--- src/rtl/riscV_unrn_pkg.sv ---
// Shared definitions for the UART receive slave: bus types, register bit
// positions, address map entry and FSM state encoding.
package riscV_unrn_pkg;

  localparam logic [31:0] UART_RX_BASE      = 32'h104;
  localparam int unsigned UART_RX_SLAVE_IDX = 3;
  localparam int unsigned UART_RX_SIZE      = 4;

  localparam int unsigned UART_OVERSAMPLE = 16;
  localparam int unsigned RXD_VALID_BIT   = 8;
  localparam int unsigned RXD_OVERRUN_BIT = 9;
  localparam int unsigned RXD_FERR_BIT    = 10;

  typedef struct packed {
    logic [31:0] addr;
    logic        mem_read;
    logic        mem_write;
    logic [31:0] write_data;
    logic [3:0]  mask_byte;
  } mem_cmd_t;

  typedef struct packed {
    logic [31:0] read_data;
    logic        ready;
  } mem_result_t;

  typedef enum logic [1:0] {StIdle, StStart, StData, StStop} rx_state_e;

  // Rounded clock cycles per oversample tick.
  function automatic int unsigned calc_div(int unsigned clk_hz, int unsigned baud);
    return (clk_hz + baud * (UART_OVERSAMPLE / 2)) / (baud * UART_OVERSAMPLE);
  endfunction

endpackage

--- src/rtl/uart_rx_fifo.sv ---
// Receive buffer: power-of-two ring with a separate occupancy count.
module uart_rx_fifo #(
  parameter int unsigned DEPTH = 4,
  parameter int unsigned WIDTH = 8
) (
  input  logic             clk,
  input  logic             rst,
  input  logic             push,
  input  logic             pop,
  input  logic             flush,
  input  logic [WIDTH-1:0] wr_data,
  output logic [WIDTH-1:0] data,
  output logic             full,
  output logic             empty
);

  localparam int unsigned PtrW = (DEPTH > 1) ? $clog2(DEPTH) : 1;
  localparam int unsigned CntW = PtrW + 1;

  logic [WIDTH-1:0] mem_q [DEPTH];
  logic [PtrW-1:0]  wr_ptr_q, rd_ptr_q;
  logic [CntW-1:0]  count_q;
  logic             push_eff, pop_eff;

  assign full     = (count_q == CntW'(DEPTH));
  assign empty    = (count_q == '0);
  assign pop_eff  = pop & ~empty;
  // A pop in the same cycle frees the slot, so a full buffer still accepts.
  assign push_eff = push & (~full | pop_eff);
  assign data     = mem_q[rd_ptr_q];

  always_ff @(posedge clk or negedge rst) begin
    if (!rst) begin
      wr_ptr_q <= '0;
      rd_ptr_q <= '0;
      count_q  <= '0;
    end else if (flush) begin
      wr_ptr_q <= '0;
      rd_ptr_q <= '0;
      count_q  <= '0;
    end else begin
      if (push_eff) wr_ptr_q <= wr_ptr_q + 1'b1;
      if (pop_eff)  rd_ptr_q <= rd_ptr_q + 1'b1;
      if (push_eff && !pop_eff)      count_q <= count_q + 1'b1;
      else if (pop_eff && !push_eff) count_q <= count_q - 1'b1;
    end
  end

  always_ff @(posedge clk) begin
    if (push_eff) mem_q[wr_ptr_q] <= wr_data;
  end

endmodule

--- src/rtl/uart_rx_slave.sv ---
// 8N1 UART receiver with 16x oversampling, a small receive FIFO and a
// single-word bus register (data, valid, overrun, frame error).
module uart_rx_slave
  import riscV_unrn_pkg::*;
#(
  parameter int unsigned CLK_HZ     = 50_000_000,
  parameter int unsigned BAUD       = 115200,
  parameter int unsigned FIFO_DEPTH = 4
) (
  input  logic        clk,
  input  logic        rst,
  input  logic        rx,
  input  logic        we_in,
  input  mem_cmd_t    cmd_in,
  output mem_result_t result_out,
  output logic        irq_o
);

  localparam int unsigned DIV  = calc_div(CLK_HZ, BAUD);
  localparam int unsigned DivW = (DIV > 1) ? $clog2(DIV) : 1;

  logic            rx_sync1_q, rx_sync2_q, rx_prev_q;
  rx_state_e       state_q, state_d;
  logic [DivW-1:0] div_q, div_d;
  logic [3:0]      tick_cnt_q, tick_cnt_d;
  logic [2:0]      bit_idx_q, bit_idx_d;
  logic [7:0]      shift_q, shift_d;
  logic            overrun_q, ferr_q;

  logic       start_edge, tick, push, ferr_set, rd_pop, flag_clr, flush;
  logic       fifo_full, fifo_empty;
  logic [7:0] fifo_data;
  logic [31:0] rd_word;
  logic       unused_cmd;

  assign unused_cmd = ^{cmd_in.addr, cmd_in.mem_write, cmd_in.write_data[31:2],
                        cmd_in.mask_byte[3:1]};

  assign start_edge = (state_q == StIdle) && rx_prev_q && !rx_sync2_q;
  assign tick       = (state_q != StIdle) && (div_q == DivW'(DIV - 1));
  assign rd_pop     = cmd_in.mem_read && !fifo_empty;
  assign flag_clr   = we_in && cmd_in.mask_byte[0] && cmd_in.write_data[0];
  assign flush      = we_in && cmd_in.write_data[1];

  always_comb begin
    state_d    = state_q;
    tick_cnt_d = tick_cnt_q;
    bit_idx_d  = bit_idx_q;
    shift_d    = shift_q;
    push       = 1'b0;
    ferr_set   = 1'b0;
    unique case (state_q)
      StIdle: begin
        if (start_edge) begin
          state_d    = StStart;
          tick_cnt_d = '0;
        end
      end
      StStart: begin
        if (tick) begin
          tick_cnt_d = tick_cnt_q + 1'b1;
          if (tick_cnt_q == 4'd7) begin
            tick_cnt_d = '0;
            bit_idx_d  = '0;
            state_d    = rx_sync2_q ? StIdle : StData;
          end
        end
      end
      StData: begin
        if (tick) begin
          tick_cnt_d = tick_cnt_q + 1'b1;
          if (tick_cnt_q == 4'(UART_OVERSAMPLE - 1)) begin
            tick_cnt_d = '0;
            shift_d    = {rx_sync2_q, shift_q[7:1]};
            bit_idx_d  = bit_idx_q + 1'b1;
            if (bit_idx_q == 3'd7) state_d = StStop;
          end
        end
      end
      StStop: begin
        if (tick) begin
          tick_cnt_d = tick_cnt_q + 1'b1;
          if (tick_cnt_q == 4'(UART_OVERSAMPLE - 1)) begin
            tick_cnt_d = '0;
            push       = rx_sync2_q;
            ferr_set   = !rx_sync2_q;
            state_d    = StIdle;
          end
        end
      end
      default: state_d = StIdle;
    endcase
    // Tick divider only runs while a frame is in progress.
    if (state_d == StIdle || start_edge || tick) div_d = '0;
    else                                         div_d = div_q + 1'b1;
  end

  always_ff @(posedge clk or negedge rst) begin
    if (!rst) begin
      rx_sync1_q <= 1'b1;
      rx_sync2_q <= 1'b1;
      rx_prev_q  <= 1'b1;
      state_q    <= StIdle;
      div_q      <= '0;
      tick_cnt_q <= '0;
      bit_idx_q  <= '0;
      shift_q    <= '0;
      overrun_q  <= 1'b0;
      ferr_q     <= 1'b0;
    end else begin
      rx_sync1_q <= rx;
      rx_sync2_q <= rx_sync1_q;
      rx_prev_q  <= rx_sync2_q;
      state_q    <= state_d;
      div_q      <= div_d;
      tick_cnt_q <= tick_cnt_d;
      bit_idx_q  <= bit_idx_d;
      shift_q    <= shift_d;
      // Setting takes priority over a software clear in the same cycle.
      if (push && fifo_full && !rd_pop) overrun_q <= 1'b1;
      else if (flag_clr)                overrun_q <= 1'b0;
      if (ferr_set)      ferr_q <= 1'b1;
      else if (flag_clr) ferr_q <= 1'b0;
    end
  end

  uart_rx_fifo #(
    .DEPTH (FIFO_DEPTH),
    .WIDTH (8)
  ) u_fifo (
    .clk     (clk),
    .rst     (rst),
    .push    (push),
    .pop     (rd_pop),
    .flush   (flush),
    .wr_data (shift_q),
    .data    (fifo_data),
    .full    (fifo_full),
    .empty   (fifo_empty)
  );

  always_comb begin
    rd_word = '0;
    if (!fifo_empty) rd_word[7:0] = fifo_data;
    rd_word[RXD_VALID_BIT]   = !fifo_empty;
    rd_word[RXD_OVERRUN_BIT] = overrun_q;
    rd_word[RXD_FERR_BIT]    = ferr_q;
    if (!rst) rd_word = '0;
    result_out           = '0;
    result_out.read_data = rd_word;
  end

  assign irq_o = rst && (!fifo_empty || overrun_q || ferr_q);

endmodule

--- config.mk ---
export PLATFORM = sky130hd
export DESIGN_NAME = uart_rx_slave
export DESIGN_NICKNAME = d
export VERILOG_FILES = /design/src/rtl/riscV_unrn_pkg.sv /design/src/rtl/uart_rx_fifo.sv /design/src/rtl/uart_rx_slave.sv
export SDC_FILE = /design/constraint.sdc
export NUM_CORES = 1
export LEC_CHECK = 0
export CORE_MARGIN = 2
export CORE_UTILIZATION = 45
export DETAILED_ROUTE_END_ITERATION = 7
export DONT_BUFFER_PORTS = 1
export GPL_ROUTABILITY_DRIVEN = 1
export PLACE_DENSITY_LB_ADDON = 0.2
export SYNTH_ARGS = -nofsm -noshare
export SYNTH_HDL_FRONTEND = slang
export SYNTH_SLANG_ARGS = --single-unit
--- constraint.sdc ---
create_clock -name clk -period 2.95 [get_ports clk]
set_input_delay 0.885 -clock clk [delete_from_list [all_inputs] [get_ports clk]]
set_output_delay 0.885 -clock clk [all_outputs]
set_load 0.05 [all_outputs]
==> qor.csv, run 1 <==
stage,metric,value,unit
synth,largest family of logic cells by synthesized area,simple AND/OR/NAND/NOR gates,
setup_path,critical path peak fanout,11,
clock_network,Post-CTS Setup Bufs,0,
global_route,number of global-route vias before repair,1772,
final_layout,sequential standard cell area,0.00182,mm²
clock_network,clock net sink count,66,
hold_path,class of the tightest hold or removal check,input port to asynchronous set/reset pin,
synth,area of the mapped netlist,0.00323,mm²
flow_run,max-capacitance violation count,0,
synth,portion of the post-synthesis area used by sequential elements,0.562,
setup_path,Critical Path Slowest Stage Cell,or3_1,
final_layout,ANT cells,0,
floorplanning,number of I/O pins,108,
synth,total of warnings raised by yosys,0,
synth,number of distinct library cells after synthesis,56,
timing,number of setup violations in the final report,0,
global_route,pin count of the biggest net entering global routing,47,
clock_network,CTS hold repair buffers,0,
run_status,outcome,"finished, final reports clean",
synth,most used flip-flop cell after synthesis,edfxtp_1,
synth,multiplexer area fraction after synthesis,0.103,
global_route,wire length of the first global-routing pass,8.86,mm
floorplanning,height of the chip,88.7,µm
clock_network,Clock Latency Late Sink,0.33,ns
setup_path,Worst R2R End,u_fifo.count_q[2],
clock_network,CTS max path bufs,2,
timing,Slew headroom,0.603,
placement,routability congestion estimate,0.789,
pwr,power per standard cell area,703,mW/mm²
timing,Setup TNS Final,0,ns
detailed_routing,wire length per cell,15.3,µm
final_layout,summed area of non-filler cells in the final layout,0.00347,mm²
setup_path,worst reg2reg startpoint,u_fifo.count_q[1],
clock_network,clock buffer count from CTS,9,
setup_path,kind of end point of the critical path,output port,
floorplanning,std cell rows,30,
setup_path,"Buf+Inv Stages, Crit Path",0,
timing,"Min Clock Period, post-route",2.78,ns
timing,Max Slew Vio Count,0,
synth,"synthesized-area fraction occupied by ao, oa, aoi and oai cells",0.0612,
pwr,leakage power figure,1.51,nW
synth,post-synthesis adder-cell area fraction,0.0411,
clock_network,Clock H-tree levels,3,
final_layout,multi-input combinational cell area,0.00125,mm²
detailed_routing,final routed wirelength across all metal layers,5.40,mm
synth,mean instance size in the synthesized netlist,13.2,µm²
final_layout,fill cell total of the finished layout,621,
timing,actual transition at the worst max-transition pin,0.589,ns
setup_path,element type at the critical path start,flip-flop,
setup_path,"Largest stage delay, worst path",0.59,ns
floorplanning,horizontal die dimension,88.7,µm
timing,Worst Clk Skew,0.00649,ns
clock_network,CTS tree,built,
final_layout,layout cells sized above 1,0.191,
final_layout,area grow syn2layout,7.59,%
detailed_routing,overall via count from detail_route,1818,
clock_network,cts repair resizes,0,
floorplanning,Initial Util,0.470,
timing,"Period Utilization, post-route",0.942,
detailed_routing,residual DRC count,0,
setup_path,Top Family by Delay on Critical Path,simple AND/OR/NAND/NOR gates,
global_route,All-Layer GR Usage,0.153,
synth,library cell occupying the most area in the post-synthesis netlist,edfxtp_1,
setup_path,Critical Path RT,2.07,ns
setup_path,cell chain of the critical path,or3_1 > o31a_1,
timing,setup repair after global routing missed its margin,no,
pwr,Worst VDD drop,452,µV
timing,achievable frequency,360,MHz
setup_path,depth of the worst register-to-register path,8,
synth,Synth Register Bits,66,
timing,number of endpoints with negative hold slack in the final report,0,
setup_path,kind of critical path,flip-flop to output port,
setup_path,worst endpoint data arrival time,1.89,ns
floorplanning,placeable core area,0.00687,mm²
placement,instance area after placement,0.00327,mm²
synth,xor and xnor fraction of the mapped netlist area,0.0217,
clock_network,clock-pin slew on the worst setup and hold paths,0.07,ns
setup_path,worst reg2reg setup slack,0.39,ns
placement,quantity of I/O buffers inserted on ports,0,
clock_network,root cell of the clock tree,clkbuf_8,
detailed_routing,Via-to-Cell Ratio,5.16,
synth,"post-synthesis share of cell area spent on and, or, nand and nor gates",0.136,
final_layout,net total in the final layout,335,
synth,largest cells by area after synthesis,"edfxtp_1, dfrtp_1, mux4_2",
synth,share of async-settable or async-resettable flops after synthesis,0.515,
detailed_routing,Routed Antenna Nets,0,
global_route,antenna violations before repair,0,
placement,post-detailed-placement half-perimeter wirelength,3.65,mm
detailed_routing,Pre-antenna DRT Iters,4,
detailed_routing,violation count after the first detailed-route iteration,106,
synth,Synth top area share,0.298,
global_route,"Remaining Overflow, GRT",0,
floorplanning,Die Area,0.00787,mm²
synth,number of standard cells after synthesis,244,
synth,number of enable flip-flop cells after synthesis,32,
kinds of logic (layout without fill, tap and decap cells):
| family | count (synthesis) | after routing |
|---|---|---|
| AOI/OAI and AO/OA | 28 | 28 |
| other | 1 | 22 |
| muxes | 19 | 19 |
| buffers and inverters | 38 | 29 |
| and+or+nand+nor | 74 | 74 |
| adders and majority gates | 10 | 10 |
| xor gates and xnor gates | 8 | 8 |
| DFF | 66 | 66 |
metal layers:
layer	track usage	routed length (µm)	vias up
met4	0.0565	71	0
met1	0.216	2600	898
met5	0	0	-
met2	0.225	2560	33
li1	-	-	879
met3	0.0466	181	8
cells in the mapped netlist (2+ instances only):
cell type	count
a211o_1	2
a21oi_1	4
a22o_1	2
a31oi_1	3
and2_1	7
and3_1	8
buf_2	4
buf_4	22
clkbuf_1	4
dfrtp_1	31
dfstp_2	3
edfxtp_1	32
ha_1	9
inv_1	6
mux2_2	2
mux2_4	8
mux4_2	8
nand2_1	10
nand2b_1	2
nand3_1	10
nand4_1	4
nor2_1	13
nor2b_1	2
nor3_1	3
nor4_1	3
o211ai_1	2
o21ai_0	3
o22ai_1	2
o31a_1	2
xnor2_1	5
xor2_1	3
sequential cells by signal, indices dropped and copies added (netlist names):
name / cells
u_fifo.mem_q: 32
shift_q: 8
div_q: 5
tick_cnt_q: 4
bit_idx_q: 3
u_fifo.count_q: 3
state_q: 2
u_fifo.rd_ptr_q: 2
u_fifo.wr_ptr_q: 2
ferr_q: 1
overrun_q: 1
rx_prev_q: 1
rx_sync1_q: 1
rx_sync2_q: 1
where the power goes:
| part | switching [W] | internal, W | leakage (nW) |
|---|---|---|---|
| Sequential | 0.0000925 | 0.00104 | 0.814 |
| Clock | 0.000326 | 0.000470 | 0.104 |
| Combinational | 0.000319 | 0.000198 | 0.592 |
final cells by class:
type | count | area share
Tap cell | 96 | 0.0346
Clock buffer | 10 | 0.0367
Timing Repair Buffer | 7 | 0.0151
Sequential cell | 66 | 0.523
Multi-Input combinational cell | 161 | 0.361
Inverter | 6 | 0.00648
Clock inverter | 6 | 0.0234
how the worst max path moves through the flow:
stage / from / endpoint / slack, ns / depth (start not counted)
after detailed placement: cmd_in[37] / u_fifo.count_q[2] / 0.30 / 9
after floorplan: div_q[0] / u_fifo.count_q[2] / 0.41 / 11
after global placement: cmd_in[37] / u_fifo.count_q[2] / 0.30 / 9
after global routing: u_fifo.count_q[1] / irq_o / 0.1 / 2
after CTS: u_fifo.count_q[1] / irq_o / 0.14 / 2
final: u_fifo.count_q[1] / irq_o / 0.17 / 2
stage by stage:
step / hold WS [ns] / power, W / util / instances / setup slack (ns)
2_1_floorplan: 0.345 / 0.00159 / - / 265 / 0.410
3_3_place_gp: 0.347 / 0.00166 / 0.475 / 336 / 0.303
3_5_place_dp: 0.348 / 0.00167 / 0.475 / 336 / 0.301
4_1_cts: 0.224 / 0.00247 / 0.506 / 352 / 0.142
5_1_grt: 0.209 / 0.00259 / 0.506 / 352 / 0.0964
6_report: 0.240 / 0.00244 / 0.506 / 352 / 0.173
placed cells by master, fill, tap and decap left out, types with 3 or more instances in the layout:
cell type / synthesis / routed
nand2_1: 10 / 10
mux2_4: 8 / 8
edfxtp_1: 32 / 32
nor3_1: 3 / 3
xor2_1: 3 / 3
clkbuf_8: 0 / 9
a21oi_1: 4 / 4
dfstp_2: 3 / 3
conb_1: 1 / 22
dfrtp_1: 31 / 31
and3_1: 8 / 8
ha_1: 9 / 9
and2_1: 7 / 7
nand3_1: 10 / 10
nor2_1: 13 / 13
a31oi_1: 3 / 3
nand4_1: 4 / 4
nor4_1: 3 / 3
mux4_2: 8 / 8
o21ai_0: 3 / 3
buf_4: 22 / 7
xnor2_1: 5 / 5
inv_1: 6 / 6
No activity file was read; power rests on OpenSTA's default activity.
==> run 2, diff against run 1 <==
CORE_MARGIN = unset   (was 2)
SETUP_SLACK_MARGIN = 0.05   (was unset)
clock period = 2.4 ns   (was 2.95 ns; I/O delays follow)
==> run 2 against run 1 <==
  * Non-clock buffer count grew 10
  * Register-to-register slack worse by 0.21 ns
  * Routed wire length up 1.6%
  * Die area shrank 4.5%
==> qor.csv, run 2 (synthesized netlist as in run 1, its figures left out) <==
stage,metric,value,unit
floorplanning,std cell rows,30,
pwr,Sequential Power Share,0.422,
detailed_routing,final routed wirelength across all metal layers,5.49,mm
setup_path,element type at the critical path start,flip-flop,
clock_network,CTS tree,built,
final_layout,most frequent standard cell in the layout excluding fill and tap cells,edfxtp_1,
timing,final critical-path setup slack,0.0706,ns
timing,Max Slew Vio Count,0,
final_layout,ANT cells,0,
clock_network,CTS max path bufs,2,
pwr,leakage power figure,1.55,nW
timing,Slew headroom,0.557,
floorplanning,Die Area,0.00752,mm²
pwr,share of total power in the clock network,0.309,
clock_network,Clock H-tree levels,3,
clock_network,clock buffer count from CTS,9,
global_route,antenna violations before repair,0,
floorplanning,height of the chip,86.7,µm
timing,"Min Clock Period, post-route",2.33,ns
final_layout,summed area of non-filler cells in the final layout,0.00368,mm²
setup_path,Critical Path RT,1.68,ns
clock_network,root cell of the clock tree,clkbuf_8,
clock_network,clock net sink count,66,
global_route,All-Layer GR Usage,0.161,
timing,Post-Route Hold Slack,0.0768,ns
final_layout,area grow syn2layout,13.9,%
setup_path,Critical Path Slowest Stage Cell,or3_4,
setup_path,kind of end point of the critical path,output port,
timing,"Period Utilization, post-route",0.971,
setup_path,worst endpoint data arrival time,1.61,ns
timing,achievable frequency,429,MHz
floorplanning,Initial Util,0.470,
timing,Setup TNS Final,0,ns
timing,actual transition at the worst max-transition pin,0.658,ns
clock_network,clock-pin slew on the worst setup and hold paths,0.08,ns
placement,routability congestion estimate,0.805,
pwr,sw frac,0.304,
final_layout,fill cell total of the finished layout,595,
setup_path,critical path peak fanout,4,
final_layout,biggest regs,"u_fifo.mem_q: 32 flops, shift_q: 8 flops, div_q: 5 flops",
global_route,number of global-route vias before repair,1812,
pwr,power per standard cell area,887,mW/mm²
global_route,pin count of the biggest net entering global routing,47,
placement,instance area after placement,0.00335,mm²
detailed_routing,residual DRC count,0,
timing,number of setup violations in the final report,0,
flow_run,max-capacitance violation count,0,
pwr,cell internal pwr,0.00227,W
final_layout,flip-flop count of the largest register after layout,32,
final_layout,"leading cell types in the layout, fill and taps excluded","edfxtp_1, dfrtp_1, conb_1",
timing,number of endpoints with negative hold slack in the final report,0,
detailed_routing,Routed Antenna Nets,0,
global_route,"Remaining Overflow, GRT",0,
timing,setup repair after global routing missed its margin,yes,
setup_path,cell chain of the critical path,or3_4 > o31a_1,
placement,quantity of I/O buffers inserted on ports,0,
pwr,net switching power,0.000991,W
setup_path,worst reg2reg setup slack,0.18,ns
global_route,wire length of the first global-routing pass,9.00,mm
floorplanning,number of I/O pins,108,
setup_path,kind of critical path,flip-flop to output port,
pwr,Worst VDD drop,373,µV
detailed_routing,violation count after the first detailed-route iteration,81,
final_layout,net total in the final layout,345,
timing,Worst Clk Skew,0.0106,ns
floorplanning,placeable core area,0.00687,mm²
hold_path,class of the tightest hold or removal check,input port to asynchronous set/reset pin,
detailed_routing,wire length per cell,15.2,µm
detailed_routing,overall via count from detail_route,1877,
run_status,outcome,"finished, final reports clean",
placement,placement-stage worst setup slack,0.0991,ns
clock_network,Clock Latency Late Sink,0.33,ns
setup_path,"Largest stage delay, worst path",0.45,ns
detailed_routing,Via-to-Cell Ratio,5.19,
final_layout,layout cells sized above 1,0.278,
placement,post-detailed-placement half-perimeter wirelength,3.58,mm
final_layout,Largest Register,u_fifo.mem_q,
detailed_routing,Pre-antenna DRT Iters,4,
pwr,power share of the combinational group,0.270,
floorplanning,horizontal die dimension,86.7,µm
[run 2: changes by cell type in the layout (fill, tap and decap cells not counted), moves of 2 or more]
cell | before | now
and3_1 | 8 | 0
and3_4 | 0 | 8
buf_4 | 7 | 14
clkinv_2 | 2 | 0
clkinvlp_4 | 1 | 4
[run 2: layout make-up]
type	instances	area (µm²)	area share
clock buffers	10	128	0.0347
multi-input cells	161	1330	0.362
well taps	96	120	0.0327
inverters	6	26.3	0.00715
clock inverters	6	91.3	0.0248
flip-flops and latches	66	1820	0.494
repair buffers	17	165	0.0449
[run 2: routing by layer]
layer / global-route usage / part of all wire
met4: 0.0667 / 0.0098
met5: 0 / 0
met1: 0.216 / 0.47
met3: 0.0362 / 0.034
met2: 0.255 / 0.48
[run 2: final timing paths]
path,from,cells past startpoint,to
min in group clk,rx_sync1_q,0,rx_sync2_q
setup / recovery,u_fifo.count_q[0],2,irq_o
hold / removal,rst,0,shift_q[1]
max in group asynchronous,rst,0,rx_sync2_q
setup reg to reg,tick_cnt_q[0],9,u_fifo.count_q[2]
hold reg to reg,rx_sync1_q,0,rx_sync2_q
[run 2: timing repair]
item | in CTS | in global routing
hold endpoints to repair | 0 | 0
buffers inserted | 1 | 1
hold buffers | 0 | 0
setup endpoints to repair | 9 | 11
cloned | 0 | 1
gates resized for setup | 20 | 2
pin swaps | 4 | 8
[run 2: power by group through the flow]
stage	combinational [W]	clock, W	sequential (W)
after floorplan	0.000580	0	0.00139
after global placement	0.000718	0	0.00140
after detailed placement	0.000725	0	0.00141
after CTS	0.000787	0.00103	0.00138
after global routing	0.000959	0.00108	0.00139
final	0.000880	0.00101	0.00138
[run 2: through the flow]
step	total power [W]	util	instances
6_report	0.00326	0.535	362
5_1_grt	0.00343	0.535	362
4_1_cts	0.00320	0.529	360
3_5_place_dp	0.00213	0.488	343
3_3_place_gp	0.00212	0.488	343
2_1_floorplan	0.00197	-	265
[run 2: worst max-delay path: cells and delay by family (launching register included)]
family	cells	cell delay, ns
compound gates	1	0.45
flops	1	0.38
simple gates	1	0.45
